[config.mk]
export PLATFORM = sky130hd
export DESIGN_NAME = jamma_joy_scanner
export DESIGN_NICKNAME = d
export VERILOG_FILES = /design/src/rtl/jamma_joy_scanner_pkg.sv /design/src/rtl/jamma_joy_scanner_debounce.sv /design/src/rtl/jamma_joy_scanner.sv
export SDC_FILE = /design/constraint.sdc
export NUM_CORES = 1
export LEC_CHECK = 0
export BUFFER_PORTS_ARGS = -buffer_cell sky130_fd_sc_hd__buf_2
export CAP_MARGIN = 20
export CORE_ASPECT_RATIO = 0.6
export CORE_MARGIN = 3
export CORE_UTILIZATION = 56
export DETAILED_ROUTE_END_ITERATION = 16
export PLACE_DENSITY = 0.79
export SKIP_LAST_GASP = 1
export SLEW_MARGIN = 20
export SYNTH_ARGS = -nofsm -noshare
export SYNTH_HDL_FRONTEND = slang
export SYNTH_SLANG_ARGS = --single-unit
[constraint.sdc]
create_clock -name pclk -period 2 [get_ports pclk]
set_input_delay 0.2 -clock pclk [delete_from_list [all_inputs] [get_ports pclk]]
set_output_delay 0.2 -clock pclk [all_outputs]
set_load 0.1 [all_outputs]
[src/rtl/jamma_joy_scanner_pkg.sv]
// Shared definitions for the JAMMA joystick scanner.
// Contents: scan FSM state encoding and idle (nothing-pressed) levels of the
// active-low player and coin buses.
package jamma_joy_scanner_pkg;

    typedef enum logic [1:0] {
        SETTLE1 = 2'd0,
        SAMPLE1 = 2'd1,
        SETTLE2 = 2'd2,
        SAMPLE2 = 2'd3
    } scan_state_e;

    localparam logic [7:0] JOY_IDLE  = 8'hFF;
    localparam logic [1:0] COIN_IDLE = 2'b11;

endpackage

[src/rtl/jamma_joy_scanner_debounce.sv]
// Sample-count debouncer for one active-low input group.
// Ports:
//   pclk      - clock, rising edge
//   reset     - synchronous, active-high
//   sample_en - one-cycle strobe marking a valid sample of din
//   din       - raw sampled inputs (WIDTH bits)
//   dout      - debounced inputs; changes only after SAMPLES identical samples
// The whole group shares one candidate/counter, so any bit change restarts it.
module joy_debounce #(
    parameter int unsigned WIDTH   = 8,
    parameter int unsigned SAMPLES = 3
) (
    input  logic             pclk,
    input  logic             reset,
    input  logic             sample_en,
    input  logic [WIDTH-1:0] din,
    output logic [WIDTH-1:0] dout
);

    localparam logic [3:0] CntTarget = 4'(SAMPLES);

    logic [WIDTH-1:0] cand_q, cand_d;
    logic [WIDTH-1:0] dout_q, dout_d;
    logic [3:0]       cnt_q, cnt_d;

    always_comb begin
        cand_d = cand_q;
        cnt_d  = cnt_q;
        dout_d = dout_q;
        if (sample_en) begin
            if (din != cand_q) begin
                cand_d = din;
                cnt_d  = 4'd1;
            end else if (cnt_q < CntTarget) begin
                cnt_d = cnt_q + 4'd1;
            end
            // Accept on the same edge as the final matching sample.
            if (cnt_d == CntTarget) begin
                dout_d = cand_d;
            end
        end
    end

    // Reset state treats the idle level as already accepted.
    always_ff @(posedge pclk) begin
        if (reset) begin
            cand_q <= '1;
            cnt_q  <= CntTarget;
            dout_q <= '1;
        end else begin
            cand_q <= cand_d;
            cnt_q  <= cnt_d;
            dout_q <= dout_d;
        end
    end

    assign dout = dout_q;

endmodule

[src/rtl/jamma_joy_scanner.sv]
// Two-player JAMMA joystick splitter sequencer with debounced outputs.
// Ports:
//   pclk       - pixel clock, rising edge
//   reset      - synchronous, active-high
//   jjoy       - shared active-low joystick bus, valid for the selected player
//   local_joy  - on-board active-low joystick, merged into player 1
//   jcoin      - active-low coin switches (not multiplexed)
//   joy_select - splitter select, 0 = player 1, 1 = player 2
//   joy1/joy2  - debounced player inputs, active-low
//   coin       - debounced coins, active-low
//   scan_done  - one-cycle pulse after each complete two-player scan
module jamma_joy_scanner
    import jamma_joy_scanner_pkg::*;
#(
    parameter int unsigned SETTLE_CYCLES    = 4,
    parameter int unsigned DEBOUNCE_SAMPLES = 3
) (
    input  logic       pclk,
    input  logic       reset,
    input  logic [7:0] jjoy,
    input  logic [5:0] local_joy,
    input  logic [1:0] jcoin,
    output logic       joy_select,
    output logic [7:0] joy1,
    output logic [7:0] joy2,
    output logic [1:0] coin,
    output logic       scan_done
);

    localparam logic [7:0] SettleLast = 8'(SETTLE_CYCLES - 1);

    scan_state_e state_q, state_d;
    logic [7:0]  settle_cnt_q, settle_cnt_d;
    logic        select_q, select_d;
    logic        scan_done_q, scan_done_d;

    logic [7:0]  p1_sample;
    logic        p1_en, p2_en;

    always_comb begin
        state_d      = state_q;
        settle_cnt_d = settle_cnt_q;
        unique case (state_q)
            SETTLE1: begin
                if (settle_cnt_q == SettleLast) begin
                    state_d      = SAMPLE1;
                    settle_cnt_d = 8'd0;
                end else begin
                    settle_cnt_d = settle_cnt_q + 8'd1;
                end
            end
            SAMPLE1: state_d = SETTLE2;
            SETTLE2: begin
                if (settle_cnt_q == SettleLast) begin
                    state_d      = SAMPLE2;
                    settle_cnt_d = 8'd0;
                end else begin
                    settle_cnt_d = settle_cnt_q + 8'd1;
                end
            end
            SAMPLE2: state_d = SETTLE1;
            default: state_d = SETTLE1;
        endcase
        // Select follows the player of the next state, so it flips only on
        // entry to a settle window and is steady through the sample.
        select_d    = (state_d == SETTLE2) || (state_d == SAMPLE2);
        scan_done_d = (state_q == SAMPLE2);
    end

    always_ff @(posedge pclk) begin
        if (reset) begin
            state_q      <= SETTLE1;
            settle_cnt_q <= 8'd0;
            select_q     <= 1'b0;
            scan_done_q  <= 1'b0;
        end else begin
            state_q      <= state_d;
            settle_cnt_q <= settle_cnt_d;
            select_q     <= select_d;
            scan_done_q  <= scan_done_d;
        end
    end

    assign joy_select = select_q;
    assign scan_done  = scan_done_q;

    assign p1_sample = jjoy & {2'b11, local_joy};
    assign p1_en     = (state_q == SAMPLE1);
    assign p2_en     = (state_q == SAMPLE2);

    joy_debounce #(
        .WIDTH   (8),
        .SAMPLES (DEBOUNCE_SAMPLES)
    ) u_p1_debounce (
        .pclk      (pclk),
        .reset     (reset),
        .sample_en (p1_en),
        .din       (p1_sample),
        .dout      (joy1)
    );

    joy_debounce #(
        .WIDTH   (8),
        .SAMPLES (DEBOUNCE_SAMPLES)
    ) u_p2_debounce (
        .pclk      (pclk),
        .reset     (reset),
        .sample_en (p2_en),
        .din       (jjoy),
        .dout      (joy2)
    );

    // Coins are not multiplexed; they ride along with the player 1 sample.
    joy_debounce #(
        .WIDTH   (2),
        .SAMPLES (DEBOUNCE_SAMPLES)
    ) u_coin_debounce (
        .pclk      (pclk),
        .reset     (reset),
        .sample_en (p1_en),
        .din       (jcoin),
        .dout      (coin)
    );

endmodule

==> summary.md, run 1 <==
| Metric | Value |
|---|---|
| Status | completed |
| Port Buf Inserts | 37 |
| Leakage power | 1.26 nW |
| Detail Placement HPWL | 3970 µm |
| Clk sink count | 59 |
| CP top delay family | simple AND/OR/NAND/NOR gates |
| Die Ht | 58.8 µm |
| PostCTS Resize Cnt | 0 |
| Crit path capture type | flip-flop |
| Max-slew headroom | 67.5% |
| Vias in the first global route | 2,066 |
| Initial core utilization | 60.9% |
| Post-synth ARST share | 0% |
| Final net count | 350 |
| CP Data Arrival Time | 2.07 ns |
| Setup TNS | 0 ns |
| Routability cong. | 0.791 |
| Multi-input gate area | 1350 µm² |
| Setup CP Type | reg2reg |
| Commonest non-fill, non-tap cell in the layout | dfxtp_1 |
| Final worst-path cycle share | 93.7% |
| Cells along the critical path | ha_1, nor3_2, mux2i_1, or4_1, o21ai_0, o211ai_1 |
| #FFs+latches synth | 59 |
| CP bufs+invs | 0 |
| Syn nets | 306 |
| Clk buf depth | 2 |
| Via count | 2,164 |
| Most frequent cells in the layout | dfxtp_1, buf_2, nor2_1, mux2i_1, a21oi_1 |
| CTS Hold Bufs | 0 |
| Design Area, Final | 3090 µm² |
| Clock root buffer | clkbuf_8 |
| Critical Path Fanout Max | 7 |
| Clk slew on worst S/H paths | 0.06 ns |
| Num CTS Buffers | 9 |
| Number of diodes | 0 |
| CORE AREA | 4280 µm² |
| Drt pass-1 iters | 4 |
| Clock latency on the worst-skew pair | 0.33 ns |
| Post-CTS Setup Bufs | 0 |
| Count of final hold-check violations | 0 |
| Placed inst area | 2880 µm² |
| DR iter-0 viols | 114 |
| Die width | 94.1 µm |
| Final setup fails | 0 |
| Max IR drop VDD | 0.656 mV |
| DRT antenna net count | 0 |
| Final-report max-slew violation count | 0 |
| Fin crit period | 1.87 ns |
| Layout cells sized above 1 | 19.8% |
| HP Class | in2reg |
| CP max-delay cell | or4_1 |
| Final hold slack | 0.128 ns |
| Largest net degree at the start of global routing | 41 |
| Post-synth cell types | 40 |
| Power after layout | 0.00294 W |
| Initial antenna violation count | 0 |
| Die area | 5540 µm² |
| Worst path max stage delay | 0.53 ns |
| Register area | 1180 µm² |
| CTS tree | done |
| H-tree depth | 3 |
| Post-synth EDFFs | 0 |
| All-Layer GR Usage | 22.0% |
| Avg Inst Size Synth | 9.31 µm² |
| FP Rows | 18 |
| Max-Cap Viols | 0 |
| Worst clock skew | 0.00403 ns |
| Actual slew at the worst max-slew pin | 0.491 ns |
| Power Density | 953 nW/µm² |
| Fmax | 534 MHz |
| Yosys Warn Count | 0 |
| # DRC | 0 |
| WL/cell | 14.3 µm |
| Vias per cell | 5.56 |
| Sequential-to-total area share from yosys stat | 45.3% |
| Fill cells | 336 |
| Ports | 38 |
| Primary FF master, synth | dfxtp_1 |
| Setup crit start kind | flip-flop |
| Area grow syn2layout | 18.4% |
| Post-Syn Area | 2610 µm² |
| Worst endpoint required time | 2.19 ns |
| First-pass GRT wire length | 9260 µm |
| Total congestion overflow | 0 |
| Post-Synthesis Cells | 280 |
| Drt total wl | 5560 µm |
-- worst paths after layout --
path,cells past startpoint,start,slack (ns),endpoint
hold reg to reg,1,u_p2_debounce.cand_q[0],0.49,u_p2_debounce.cand_q[0]
setup / recovery,6,u_p2_debounce.cnt_q[0],0.13,u_p2_debounce.dout[2]
setup reg to reg,6,u_p2_debounce.cnt_q[0],0.13,u_p2_debounce.dout[2]
hold / removal,2,jcoin[0],0.13,u_coin_debounce.cand_q[0]
-- stage by stage --
stage          utilization [%]  cells  setup slack (ns)
4_1_cts                   72.0    389            0.0289
3_5_place_dp              67.2    373            0.0363
2_1_floorplan                -    280            0.0391
5_1_grt                   72.1    389          -0.00280
3_3_place_gp              67.2    373             0.151
6_report                  72.1    389             0.126
-- power by group --
part           leakage [nW]  total, W  switching, W  internal (W)
Combinational         0.675  0.000498      0.000294      0.000204
Sequential            0.479   0.00133     0.0000719       0.00126
Clock                 0.104   0.00111      0.000434      0.000679
Total                  1.26   0.00294      0.000800       0.00214
-- kinds of logic after synthesis --
logic type	after synthesis	share of synthesized area, %
adder cells (fa/ha/maj)	8	3.84
AND/OR/NAND/NOR	99	19.8
AO/OA/AOI/OAI	54	13.7
buffers and inverters	20	2.98
XOR/XNOR	23	7.73
multiplexers	17	6.58
flip-flops	59	45.3
-- sequential cells by signal, summed over array words and instances (netlist names) --
register,cells
scan_done,1
u_p2_debounce.cand_q,8
u_coin_debounce.cand_q,2
u_p1_debounce.cand_q,8
state_q,2
u_p2_debounce.dout,8
u_p1_debounce.cnt_q,4
u_p2_debounce.cnt_q,4
u_coin_debounce.cnt_q,4
settle_cnt_q,8
u_p1_debounce.dout,8
u_coin_debounce.dout,2
-- synthesized netlist by cell type (all sizes together), types with 3 or more instances --
library cell | number | share of area (%)
o211ai | 6 | 1.7
mux2i | 16 | 6.1
o21ai | 11 | 2.1
nor2 | 31 | 5.1
xor2 | 8 | 2.7
xnor2 | 15 | 5.0
nor2b | 6 | 1.4
nand4 | 6 | 1.4
and2 | 4 | 0.96
and3 | 12 | 2.9
buf | 3 | 0.53
a211o | 15 | 5.1
nor3 | 6 | 1.2
dfxtp | 59 | 45
nand3 | 9 | 1.7
nand2 | 15 | 2.2
ha | 8 | 3.8
clkbuf | 7 | 1.0
a21oi | 17 | 3.4
inv | 10 | 1.4
-- area by class of cell --
class                      count  share of cell area [%]
multi-input combinational    201                    43.8
sequential                    59                    38.4
timing repair buffer          43                    7.46
clock buffer                  15                    5.72
tap                           60                    2.43
inverter                      10                    1.22
clock inverter                 1                   0.973
-- metal layers --
layer	wire length [µm]	GRT usage (%)	share of wire (%)	vias up
met5	0	0	0	-
met4	106	12.3	1.9	0
met3	426	8.17	7.7	14
met2	2280	32.4	41	66
met1	2750	28.1	49	1009
li1	-	-	-	1075
Note: power is estimated with default switching activity, not from simulation.
==> run 2, diff against run 1 <==
CAP_MARGIN = not set   (was 20)
SLEW_MARGIN = not set   (was 20)
clock period = 1.8 ns   (was 2 ns; I/O delays follow)
==> summary.md, run 2 (synthesized netlist as in run 1, its figures left out) <==
| Metric | Value |
|---|---|
| Total congestion overflow | 0 |
| Internal power | 0.00220 W |
| Fin crit period | 1.71 ns |
| Critical Path Fanout Max | 6 |
| Crit path capture type | flip-flop |
| FP Rows | 18 |
| WL/cell | 14.8 µm |
| Final hold slack | 0.0876 ns |
| All-Layer GR Usage | 22.8% |
| Cells along the critical path | ha_1, buf_4, xor2_1, nor3_1, nand3_2, o211ai_1 |
| CP Data Arrival Time | 1.96 ns |
| Setup TNS | 0 ns |
| First-pass GRT wire length | 9580 µm |
| Max-Cap Viols | 0 |
| Fmax | 586 MHz |
| DR iter-0 viols | 140 |
| CP top delay family | simple AND/OR/NAND/NOR gates |
| Final setup fails | 0 |
| # DRC | 0 |
| Worst endpoint required time | 2.06 ns |
| Worst clock skew | 0.00965 ns |
| Clock latency on the worst-skew pair | 0.34 ns |
| CTS tree | done |
| Leakage power | 1.29 nW |
| Die area | 5540 µm² |
| HP Class | in2reg |
| Power Density | 990 nW/µm² |
| Via count | 2,217 |
| Port Buf Inserts | 37 |
| Fin cells | 396 |
| Placed Cells | 380 |
| Setup crit start kind | flip-flop |
| Routability cong. | 0.804 |
| Drt total wl | 5850 µm |
| Net load switching power | 0.000937 W |
| Initial core utilization | 60.9% |
| Actual slew at the worst max-slew pin | 0.492 ns |
| Num CTS Buffers | 9 |
| Sequential power share | 47.4% |
| Clk buf depth | 2 |
| Count of final hold-check violations | 0 |
| Place WS | -0.00635 ns |
| Post-CTS Setup Bufs | 0 |
| Largest net degree at the start of global routing | 33 |
| Layout cells sized above 1 | 24.7% |
| Clk sink count | 59 |
| DRT antenna net count | 0 |
| Clk slew on worst S/H paths | 0.07 ns |
| Die width | 94.1 µm |
| Detail Placement HPWL | 4120 µm |
| Most frequent cells in the layout | dfxtp_1, buf_2, nor2_1, mux2i_1, a21oi_1 |
| Start point of the worst hold path | jcoin[0] |
| Drt pass-1 iters | 5 |
| Final worst-path cycle share | 94.7% |
| Die Ht | 58.8 µm |
| Ports | 38 |
| Power after layout | 0.00314 W |
| Area grow syn2layout | 21.6% |
| Share of total power in the clock network | 34.2% |
| Initial antenna violation count | 0 |
| Final net count | 357 |
| Worst path max stage delay | 0.33 ns |
| CORE AREA | 4280 µm² |
| CP bufs+invs | 1 |
| Clock root buffer | clkbuf_8 |
| Setup CP Type | reg2reg |
| Reg-to-Reg Start | u_p2_debounce.cnt_q[0] |
| Comb pwr share | 18.4% |
| Sw Ratio | 29.9% |
| H-tree depth | 3 |
| Commonest non-fill, non-tap cell in the layout | dfxtp_1 |
| Max IR drop VDD | 0.796 mV |
| Vias in the first global route | 2,030 |
| CP max-delay cell | nor3_1 |
| Final-report max-slew violation count | 0 |
| Vias per cell | 5.60 |
| Worst setup startpoint | u_p2_debounce.cnt_q[0] |
| Status | completed |
| Number of diodes | 0 |
| CTS Hold Bufs | 0 |
| Max-slew headroom | 67.4% |
| Final worst setup slack | 0.0946 ns |
-- run 2: cell count changes in the layout (fill, tap and decap cells not counted), moves of 3 or more --
cell      previous run  this run
buf_4                6        12
clkbuf_1             3         0
clkinv_2             0         4
o21ai_0              9         3
o21ai_1              2         8
-- run 2: final timing paths --
path,depth (start not counted),endpoint,slack (ns)
worst max-delay path,6,u_p2_debounce.dout[0],0.09
worst min register to register,2,u_coin_debounce.dout[1],0.48
worst min-delay path,2,u_coin_debounce.cand_q[0],0.09
worst max register to register,6,u_p2_debounce.dout[0],0.09
-- run 2: layout make-up --
type | count | area (µm²)
fillers | 331 | 1110
clock buffers | 11 | 151
well taps | 60 | 75.1
flip-flops and latches | 59 | 1190
inverters | 10 | 37.5
clock inverters | 5 | 27.5
repair buffers | 50 | 295
multi-input cells | 201 | 1400
-- run 2: worst reg2reg max path, delay by kind of cell (launching register included) --
| family | cells | cell delay (ns) |
|---|---|---|
| simple gates | 2 | 0.60 |
| flops | 1 | 0.31 |
| compound gates | 1 | 0.22 |
| fa+ha+maj | 1 | 0.21 |
| buf+inv | 1 | 0.14 |
| xor+xnor | 1 | 0.14 |
-- run 2: routing by layer --
layer / GRT usage [%] / share of wire, % / vias up / wire length [µm]
li1: - / - / 1091 / -
met4: 7.00 / 1.7 / 0 / 100
met3: 8.43 / 7.2 / 15 / 419
met1: 32.3 / 50 / 1035 / 2930
met5: 0 / 0 / - / 0
met2: 32.4 / 41 / 76 / 2390
-- run 2: timing repair --
item / 4_1_cts / 5_1_grt
hold endpoints to repair: 0 / 0
endpoints found under the setup margin: 4 / 16
pin swaps: 0 / 2
resized for setup: 1 / 7
cloned: 0 / 0
-- run 2: power groups by stage --
stage / registers (W) / logic (W) / clock network (W)
after global placement: 0.00150 / 0.000536 / 0
after floorplan: 0.00154 / 0.000364 / 0
final: 0.00149 / 0.000578 / 0.00107
after global routing: 0.00149 / 0.000635 / 0.00116
after CTS: 0.00148 / 0.000565 / 0.00109
after detailed placement: 0.00151 / 0.000548 / 0
-- run 2: stage by stage --
step,instance area [µm²],utilization [%]
4_1_cts,3140,73.3
2_1_floorplan,2630,-
5_1_grt,3170,74.1
3_5_place_dp,2950,69.0
6_report,3170,74.1
3_3_place_gp,2950,69.0
